<file path="src/rtl/booth_mult32_pkg.sv">
// Shared types and constants for the radix-2 Booth sequential multiplier.
package booth_mult32_pkg;

  typedef enum logic [1:0] {
    IDLE = 2'd0,
    RUN  = 2'd1,
    DONE = 2'd2
  } state_t;

  typedef enum logic [1:0] {
    PASS = 2'd0,
    ADD  = 2'd1,
    SUB  = 2'd2
  } booth_op_t;

  localparam logic [5:0] ITER_LAST = 6'd31;

  // Radix-2 Booth recoding of {Q[0], q_1}.
  function automatic booth_op_t booth_recode(input logic q0, input logic q_1);
    booth_op_t op;
    case ({q0, q_1})
      2'b01:   op = ADD;
      2'b10:   op = SUB;
      default: op = PASS;
    endcase
    return op;
  endfunction

endpackage

</file>
<file path="src/rtl/cbadder32.sv">
// 32-bit carry-bypass adder: 4-bit ripple blocks whose carry-in skips the
// block when every bit position propagates.
module cbadder32 (
  input  logic [31:0] a,
  input  logic [31:0] b,
  input  logic        cin,
  output logic [31:0] sum,
  output logic        cout
);

  logic        c;
  logic        rc;
  logic        p;
  logic        p_all;
  int unsigned idx;

  always_comb begin
    c     = cin;
    rc    = 1'b0;
    p     = 1'b0;
    p_all = 1'b0;
    idx   = 0;
    sum   = '0;
    for (int unsigned blk = 0; blk < 8; blk++) begin
      rc    = c;
      p_all = 1'b1;
      for (int unsigned i = 0; i < 4; i++) begin
        idx      = blk * 4 + i;
        p        = a[idx] ^ b[idx];
        sum[idx] = p ^ rc;
        rc       = (a[idx] & b[idx]) | (p & rc);
        p_all    = p_all & p;
      end
      // Full-propagate block: forward the incoming carry directly.
      c = p_all ? c : rc;
    end
    cout = c;
  end

endmodule

</file>
<file path="src/rtl/booth_mult32.sv">
// Sequential signed 32x32->64 radix-2 Booth multiplier, one iteration per
// cycle through a single cbadder32.
module booth_mult32
  import booth_mult32_pkg::*;
(
  input  logic        clk,
  input  logic        rst_n,
  input  logic        start,
  input  logic [31:0] a,
  input  logic [31:0] b,
  output logic        busy,
  output logic        done,
  output logic [63:0] product
);

  state_t      state, state_nxt;
  booth_op_t   op;
  logic [31:0] m;
  logic [32:0] acc;
  logic [31:0] q;
  logic        q_1;
  logic [5:0]  cnt;

  logic [31:0] bop;
  logic        add_cin;
  logic [31:0] sum;
  logic        cout;
  logic        s32;
  logic        accept;

  assign accept = start && ((state == IDLE) || (state == DONE));

  always_comb begin
    op      = booth_recode(q[0], q_1);
    bop     = '0;
    add_cin = 1'b0;
    case (op)
      ADD: begin
        bop = m;
      end
      SUB: begin
        bop     = ~m;
        add_cin = 1'b1;
      end
      default: ;
    endcase
  end

  cbadder32 u_add (
    .a    (acc[31:0]),
    .b    (bop),
    .cin  (add_cin),
    .sum  (sum),
    .cout (cout)
  );

  // 33rd sum bit: sign-extended operands give a sign bit of a ^ b ^ carry.
  assign s32 = acc[32] ^ bop[31] ^ cout;

  always_comb begin
    state_nxt = state;
    case (state)
      IDLE:    if (start) state_nxt = RUN;
      RUN:     if (cnt == ITER_LAST) state_nxt = DONE;
      DONE:    state_nxt = start ? RUN : IDLE;
      default: state_nxt = IDLE;
    endcase
  end

  always_ff @(posedge clk or negedge rst_n) begin
    if (!rst_n) begin
      state <= IDLE;
      m     <= '0;
      acc   <= '0;
      q     <= '0;
      q_1   <= 1'b0;
      cnt   <= '0;
    end else begin
      state <= state_nxt;
      if (accept) begin
        m   <= a;
        q   <= b;
        acc <= '0;
        q_1 <= 1'b0;
        cnt <= '0;
      end else if (state == RUN) begin
        acc <= {s32, s32, sum[31:1]};
        q   <= {sum[0], q[31:1]};
        q_1 <= q[0];
        cnt <= cnt + 6'd1;
      end
    end
  end

  assign busy    = (state == RUN);
  assign done    = (state == DONE);
  assign product = {acc[31:0], q};

endmodule

</file>
<file path="config.mk">
export PLATFORM = sky130hd
export DESIGN_NAME = booth_mult32
export DESIGN_NICKNAME = d
export VERILOG_FILES = /design/src/rtl/booth_mult32_pkg.sv /design/src/rtl/cbadder32.sv /design/src/rtl/booth_mult32.sv
export SDC_FILE = /design/constraint.sdc
export NUM_CORES = 1
export LEC_CHECK = 0
export ABC_CLOCK_PERIOD_IN_PS = 36300
export CORE_ASPECT_RATIO = 1.75
export CORE_MARGIN = 2
export CORE_UTILIZATION = 64
export CTS_BUF_LIST = sky130_fd_sc_hd__clkbuf_4
export DETAILED_ROUTE_END_ITERATION = 6
export DONT_BUFFER_PORTS = 1
export PLACE_DENSITY = 0.9
export SETUP_SLACK_MARGIN = 0.15
export SLEW_MARGIN = 20
export SYNTH_ARGS = -nofsm -noshare
export SYNTH_HDL_FRONTEND = slang
export SYNTH_SLANG_ARGS = --single-unit
</file>
<file path="constraint.sdc">
create_clock -name clk -period 36.3 [get_ports clk]
set_clock_uncertainty 0.2 [all_clocks]
set_input_delay 7.26 -clock clk [delete_from_list [all_inputs] [get_ports clk]]
set_output_delay 7.26 -clock clk [all_outputs]
set_load 0.02 [all_outputs]
</file>
# [Yosys cells after proc, flatten, opt, wreduce, memory -nomap -nowiden]
# Index checks and enable logic that the tools add are counted.
[totals] latchBits=0 output_inout_bits=66 n_memories=0 mem_bits_ro=0 register_bits=106 mem_bits_rw=0 inputBits=67 word_cells=231
[classes] mux=23 n_bitwise=187 n_eq_ne=9 mul=0 div=0 shifts=0 n_addsub=1 n_lt_le_gt_ge=0 reduce_logical=5
[ops] operator="1-bit bitwise AND" n=88
[ops] operator="33-bit two-way mux" n=2
[ops] operator="1-bit XOR" n=66
[ops] operator="32-bit two-way mux" n=2
[ops] operator="32-bit one-hot mux with 2 select lines" n=1
[ops] operator="32-bit NOT" n=1
[ops] operator="1-bit OR" n=32
[ops] operator="1-bit two-way mux" n=12
[ops] operator="6-bit two-way mux" n=2
[ops] operator="6-bit by 1-bit adder with 6-bit output (second input constant)" n=1
[ops] operator="2-bit by 1-bit == test with 1-bit output (second input constant)" n=3
[ops] operator="2-bit == test (second input constant)" n=3
[ops] operator="6-bit by 5-bit == test with 1-bit output (second input constant)" n=1
[ops] operator="2-bit one-hot mux with 3 select lines" n=1
[ops] operator="2-bit two-way mux" n=2
[ops] operator="2-bit one-hot mux with 2 select lines" n=1
[ops] operator="2-bit zero test" n=1
[ops] operator="2-bit by 1-bit != test with 1-bit output (second input constant)" n=1
[ops] operator="2-bit != test (second input constant)" n=1
[ops] operator="2-bit AND reduction" n=1
[ops] operator="2-bit nonzero test" n=1
[ops] operator="1-bit logical AND" n=1
[ops] operator="1-bit logical OR" n=1

# [Depth between registers and ports, before layout]
[logic_depth] depth_word=80 ltp_mapped=55 ltp_nobuf=53

# [Modules after synthesis]
# A second synthesis with hierarchy kept.
[hier_totals] hier_cells=596 hier_area_um2=5774.3
[modules_own_cells] module="booth_mult32" area_each_um2=4510.6 n_inst=1 cells_each=491 seq_area_each_um2=2627.5
[modules_own_cells] module="cbadder32" area_each_um2=1263.7 n_inst=1 cells_each=105 seq_area_each_um2=0.0

# [Worst setup path before layout]
# OpenSTA, ideal clock, no wires.
[synth_timing] path_kind="reg-to-reg" start="reg q[0]" end="reg acc[31]" synth_period_minus_slack_ns=16.084 setup_ns=0.136 arrival_ns=15.748 path_slack_ns=20.216 required_ns=35.964 path_stages_with_launch=55 path_buffers=2 path_cell_list="dfrtp_1 nand2b_1 buf_4 clkbuf_1 o21a_1 fa_1 fa_1 fa_1 fa_1 mux2i_4 inv_1 fa_1 fa_1 fa_1 fa_1 nand2_1 o21ai_0 fa_1 [... 19 more ...] fa_1 fa_1 nand2_1 o21ai_0 fa_1 fa_1 fa_1 fa_1 a21oi_1 o31ai_2 fa_1 fa_1 fa_1 fa_1 nand3_1 o21ai_0 a22oi_1 o211ai_1"
[synth_via] elab_chain_cells=80 elab_cells_between_ends=171 classes_between="4 x eq/ne; 13 x mux; 154 x bitwise"
[synth_lines] element="start, declared" line="booth_mult32.sv:20" rtl="logic [31:0] q;"
[synth_lines] element="start signal, assigned" line="booth_mult32.sv:88" rtl="q <= {sum[0], q[31:1]};"
[synth_lines] element="2-bit == test or 2-bit by 1-bit == test with 1-bit output (tied branches)" line="booth_mult32_pkg.sv:21" rtl="case ({q0, q_1})"
[synth_lines] element="2-bit one-hot mux with 2 select lines (*)" line="booth_mult32_pkg.sv:21"
[synth_lines] element="2-bit == test or 2-bit by 1-bit == test with 1-bit output (tied branches)" line="booth_mult32.sv:37" rtl="case (op)"
[synth_lines] element="32-bit one-hot mux with 2 select lines" line="booth_mult32.sv:37"
[synth_lines] element="1-bit XOR" line="cbadder32.sv:29" rtl="p = a[idx] ^ b[idx];"
[synth_lines] element="1-bit bitwise AND" line="cbadder32.sv:31" rtl="rc = (a[idx] & b[idx]) | (p & rc);"
[synth_lines] element="1-bit OR" line="cbadder32.sv:31"
[synth_lines] element="1-bit bitwise AND" line="cbadder32.sv:31"
[synth_lines] element="[... 64 more ...]"
[synth_lines] element="1-bit bitwise AND" line="cbadder32.sv:31"
[synth_lines] element="1-bit OR" line="cbadder32.sv:31"
[synth_lines] element="1-bit bitwise AND" line="cbadder32.sv:31"
[synth_lines] element="1-bit OR" line="cbadder32.sv:31"
[synth_lines] element="1-bit two-way mux" line="cbadder32.sv:35" rtl="c = p_all ? c : rc;"
[synth_lines] element="1-bit XOR (*)" line="booth_mult32.sv:58" rtl="assign s32 = acc[32] ^ bop[31] ^ cout;"
[synth_lines] element="33-bit two-way mux (*)" line="booth_mult32.sv:86" rtl="end else if (state == RUN) begin"
[synth_lines] element="33-bit two-way mux (*)" line="booth_mult32.sv:80" rtl="if (accept) begin"
[synth_lines] element="end signal, assigned" line="booth_mult32.sv:87" rtl="acc <= {s32, s32, sum[31:1]};"
[synth_lines] element="end, declared" line="booth_mult32.sv:19" rtl="logic [32:0] acc;"
# Mark *: on every way between the ends. The rest lies on a longest branch, timed or not. The select of a mux whose other input is x is not followed.
# A chain may end at the register's enable or synchronous reset.

# [Worst setup path after layout]
# Ends and elaborated chain as after synthesis.

==> key figures <==
Setup path
  – Biggest cell delay along the critical path: 0.54 ns
  – Worst Path Required: 36.45 ns
  – Crit. End Element: register
  – Critical path's slowest cell: sky130_fd_sc_hd__dfrtp_1
  – Startpoint-to-endpoint class of the critical path: reg2reg
  – Worst R2R Setup Slack: 18.90 ns
  – Critical Path Most Common Cell: sky130_fd_sc_hd__fa_1
  – Crit start category: register
  – Critical-path maximum fanout: 32
  – Crit path arrival time: 17.55 ns

Drt
  – Routed WL: approximately 14,000 um
  – Number of design rule violations left after detail routing: 0
  – Routed len/inst: about 17 um
  – Drt initial violations: 271
  – Antenna Nets Post-Route: 0
  – Via Count: approximately 4,600
  – DR pass1 iterations: 5
  – Post-detailed-route via-to-cell ratio: 5.849

Placed design
  – Routability Congestion: 0.8904
  – IO buf count: 0
  – Area of placed instances: about 6000 um2
  – Placed wire-length estimate after detailed placement: 9892 um

Floorplan
  – Area of the die: 10,300 um2
  – Number of top-level pins: 133
  – Height of the die: 132.8 um
  – Floorplan die width: 77.59 um
  – Initial cell density of the core: 0.6486
  – Placeable Area: 9350 um2
  – Floorplan row count: 47

Clock network
  – Post-CTS setup buffer count: 0
  – Root buffer selected by CTS: sky130_fd_sc_hd__clkbuf_4
  – Insertion delay of the later-clocked pin in the worst-skew pair: around 0.47 ns
  – H-tree levels: 3
  – Number of hold buffers added after CTS: 0
  – Maximum clock path buffer count: 2
  – Number of sinks on the clock net: 105
  – Num CTS Buffers: 9
  – CTS-repair resized insts: 0
  – CTS tree: built
  – Register clock-pin slew on the reported worst setup and hold paths: 0.17 ns

Timing
  – Setup total negative slack: 0 ns
  – Number of hold violations in the final report: 0
  – Worst-margin pin slew: 0.8419 ns
  – Post-route clock period utilization: 0.4793
  – Final critical delay including setup and external delays: 17.40 ns
  – Final setup violation count: 0
  – Worst slew margin: 0.4376
  – RSZ-0062 raised after global routing: false
  – Max Fclk: 57.47 MHz
  – Worst-case hold slack: 0.3180 ns
  – Pins over their slew limit: 0

Synthesis
  – Warnings, synthesis: 0
  – Async S/R FF share, synth: 1.000
  – Number of enable flip-flop cells after synthesis: 0
  – Flops & latches, synth: about 110
  – Cell area after technology mapping: 6065 um2
  – Synth Flop Type: sky130_fd_sc_hd__dfrtp_1
  – Per-instance average area after synthesis: 8.840 um2
  – Distinct cells, synth: 38
  – Synthesized Nets: 818
  – Synthesized instance count: 686
  – Fraction of the yosys area taken by sequential cells: 0.4333

Final layout
  – Layout Nets: 798
  – Area grow syn2layout: 3.095%
  – Fill cell count: about 730
  – Proportion of layout cells with a drive suffix above 1: 0.05067
  – Post-route cell area: 6252 um2

Pwr
  – Maximum resistive drop on vdd: 44.93 uV
  – Pwr dens: 97.20 nW/um2
  – Leak pwr: a little over 3 nW

Job
  – Maxcap violations: 0

Global route
  – Global route overflow: 0
  – First-pass GRT wire length: 22,560 um
  – Via count of the first global-routing pass: 4,804
  – GRT Resource Usage Total: 0.2776
  – Largest net degree at the start of global routing: 106
  – Initial antenna violation count: 1

Outcome
  – Run status: finished clean

Hold path
  – Hold Crit Class: reg2reg
## metal layers
layer  track usage  wire length (um)  up-vias
li1              -                 -     2132
met1        0.3030              4951     2291
met2        0.4966              7543      175
met3       0.06480               861       46
met4        0.1349               531        0
met5             0                 0        -
## worst max-delay path, delay by kind of cell (launching register included)
kind,cells,cell delay (ns)
fa+ha+maj,32,13.00
compound gates,10,1.50
simple gates,7,1.01
flops,1,0.54
buf+inv,3,0.52
mux,2,0.52
## where the power goes
| group | leakage [nW] | switching [mW] | internal (mW) |
|---|---|---|---|
| Sequential | 1.27 | 0.101 | 0.169 |
| Combinational | 1.72 | 0.161 | 0.120 |
| Clock | 0.0626 | 0.0419 | 0.0154 |
| Total | 3.05 | 0.304 | 0.304 |
## layout by cell type (no fill, tap or decap), drive strengths merged, types with 2 or more instances in the layout
master,Yosys,layout
fa,32,32
nand3,4,4
clkbuf,21,9
o211ai,2,2
o21ai,45,45
buf,16,6
ha,33,33
a22o,2,2
a22oi,3,3
nand4,6,6
nor2,35,35
nand2b,5,5
clkinvlp,0,3
clkinv,1,2
inv,67,70
dfrtp,105,105
nor2b,3,3
o31ai,2,2
o21a,32,32
nand2,227,227
a31oi,30,30
and4,2,2
## through the flow
stage,std cells,total power [mW],utilization,setup slack [ns]
4_1_cts,793,0.6078,0.6684,19.03
6_report,794,0.6077,0.6687,18.90
3_3_place_gp,777,0.5199,0.6545,19.78
5_1_grt,794,0.6574,0.6687,18.28
3_5_place_dp,777,0.5474,0.6545,19.09
2_1_floorplan,686,0.4584,-,20.22
## final timing paths
| path | end | cells after the start | startpoint |
|---|---|---|---|
| min in group asynchronous | acc[7]$_DFFE_PN0P_ | 0 | rst_n |
| min | cnt[5]$_DFFE_PN0P_ | 1 | cnt[5]$_DFFE_PN0P_ |
| min reg2reg | cnt[5]$_DFFE_PN0P_ | 1 | cnt[5]$_DFFE_PN0P_ |
| max in group asynchronous | acc[22]$_DFFE_PN0P_ | 0 | rst_n |
| max reg2reg | acc[31]$_DFFE_PN0P_ | 54 | q[0]$_DFFE_PN0P_ |
| max | acc[31]$_DFFE_PN0P_ | 54 | q[0]$_DFFE_PN0P_ |
## cells by family (layout without fill, tap and decap cells)
family          Yosys count  count (layout)  share of synthesized area
other cells               0               1                          0
buf+inv                 105              90                    0.06850
xor+xnor                  1               1                   0.001444
mux                       2               2                   0.005570
simple gates            289             289                     0.1911
fa+ha+maj                65              65                     0.1737
compound gates          119             119                     0.1265
flops                   105             105                     0.4333
## synth_stat cells (2+ instances only)
| cell type | instances | area [um2] |
|---|---|---|
| sky130_fd_sc_hd__a22oi_1 | 3 | 22.52 |
| sky130_fd_sc_hd__a22o_1 | 2 | 17.52 |
| sky130_fd_sc_hd__nand2b_1 | 5 | 31.28 |
| sky130_fd_sc_hd__a31oi_1 | 30 | 187.7 |
| sky130_fd_sc_hd__dfrtp_1 | 105 | 2628 |
| sky130_fd_sc_hd__clkbuf_1 | 21 | 78.83 |
| sky130_fd_sc_hd__o21a_1 | 32 | 240.2 |
| sky130_fd_sc_hd__o21ai_0 | 45 | 225.2 |
| sky130_fd_sc_hd__nand4_1 | 5 | 31.28 |
| sky130_fd_sc_hd__o211ai_1 | 2 | 15.01 |
| sky130_fd_sc_hd__nor2b_1 | 3 | 18.77 |
| sky130_fd_sc_hd__fa_1 | 32 | 640.6 |
| sky130_fd_sc_hd__buf_2 | 14 | 70.07 |
| sky130_fd_sc_hd__nor2_1 | 35 | 131.4 |
| sky130_fd_sc_hd__nand2_1 | 227 | 852.1 |
| sky130_fd_sc_hd__and4_1 | 2 | 17.52 |
| sky130_fd_sc_hd__inv_1 | 67 | 251.5 |
| sky130_fd_sc_hd__ha_1 | 33 | 412.9 |
| sky130_fd_sc_hd__nand3_1 | 4 | 20.02 |
## registers in the layout, summed over array words and instances (netlist names)
signal,count
state,2
q,32
m,32
acc,32
q_1,1
cnt,6
## layout make-up
type | count | area [um2] | area share
diodes | 1 | 2.502 | 0.0004002
clock buffers | 9 | 67.56 | 0.01081
clock inverters | 7 | 62.56 | 0.01001
inverters | 68 | 255.2 | 0.04082
multi-input cells | 476 | 3039 | 0.4861
flip-flops and latches | 105 | 2628 | 0.4203
well taps | 122 | 152.6 | 0.02441
repair buffers | 6 | 45.04 | 0.007204
(Power assumes the default switching activity.)
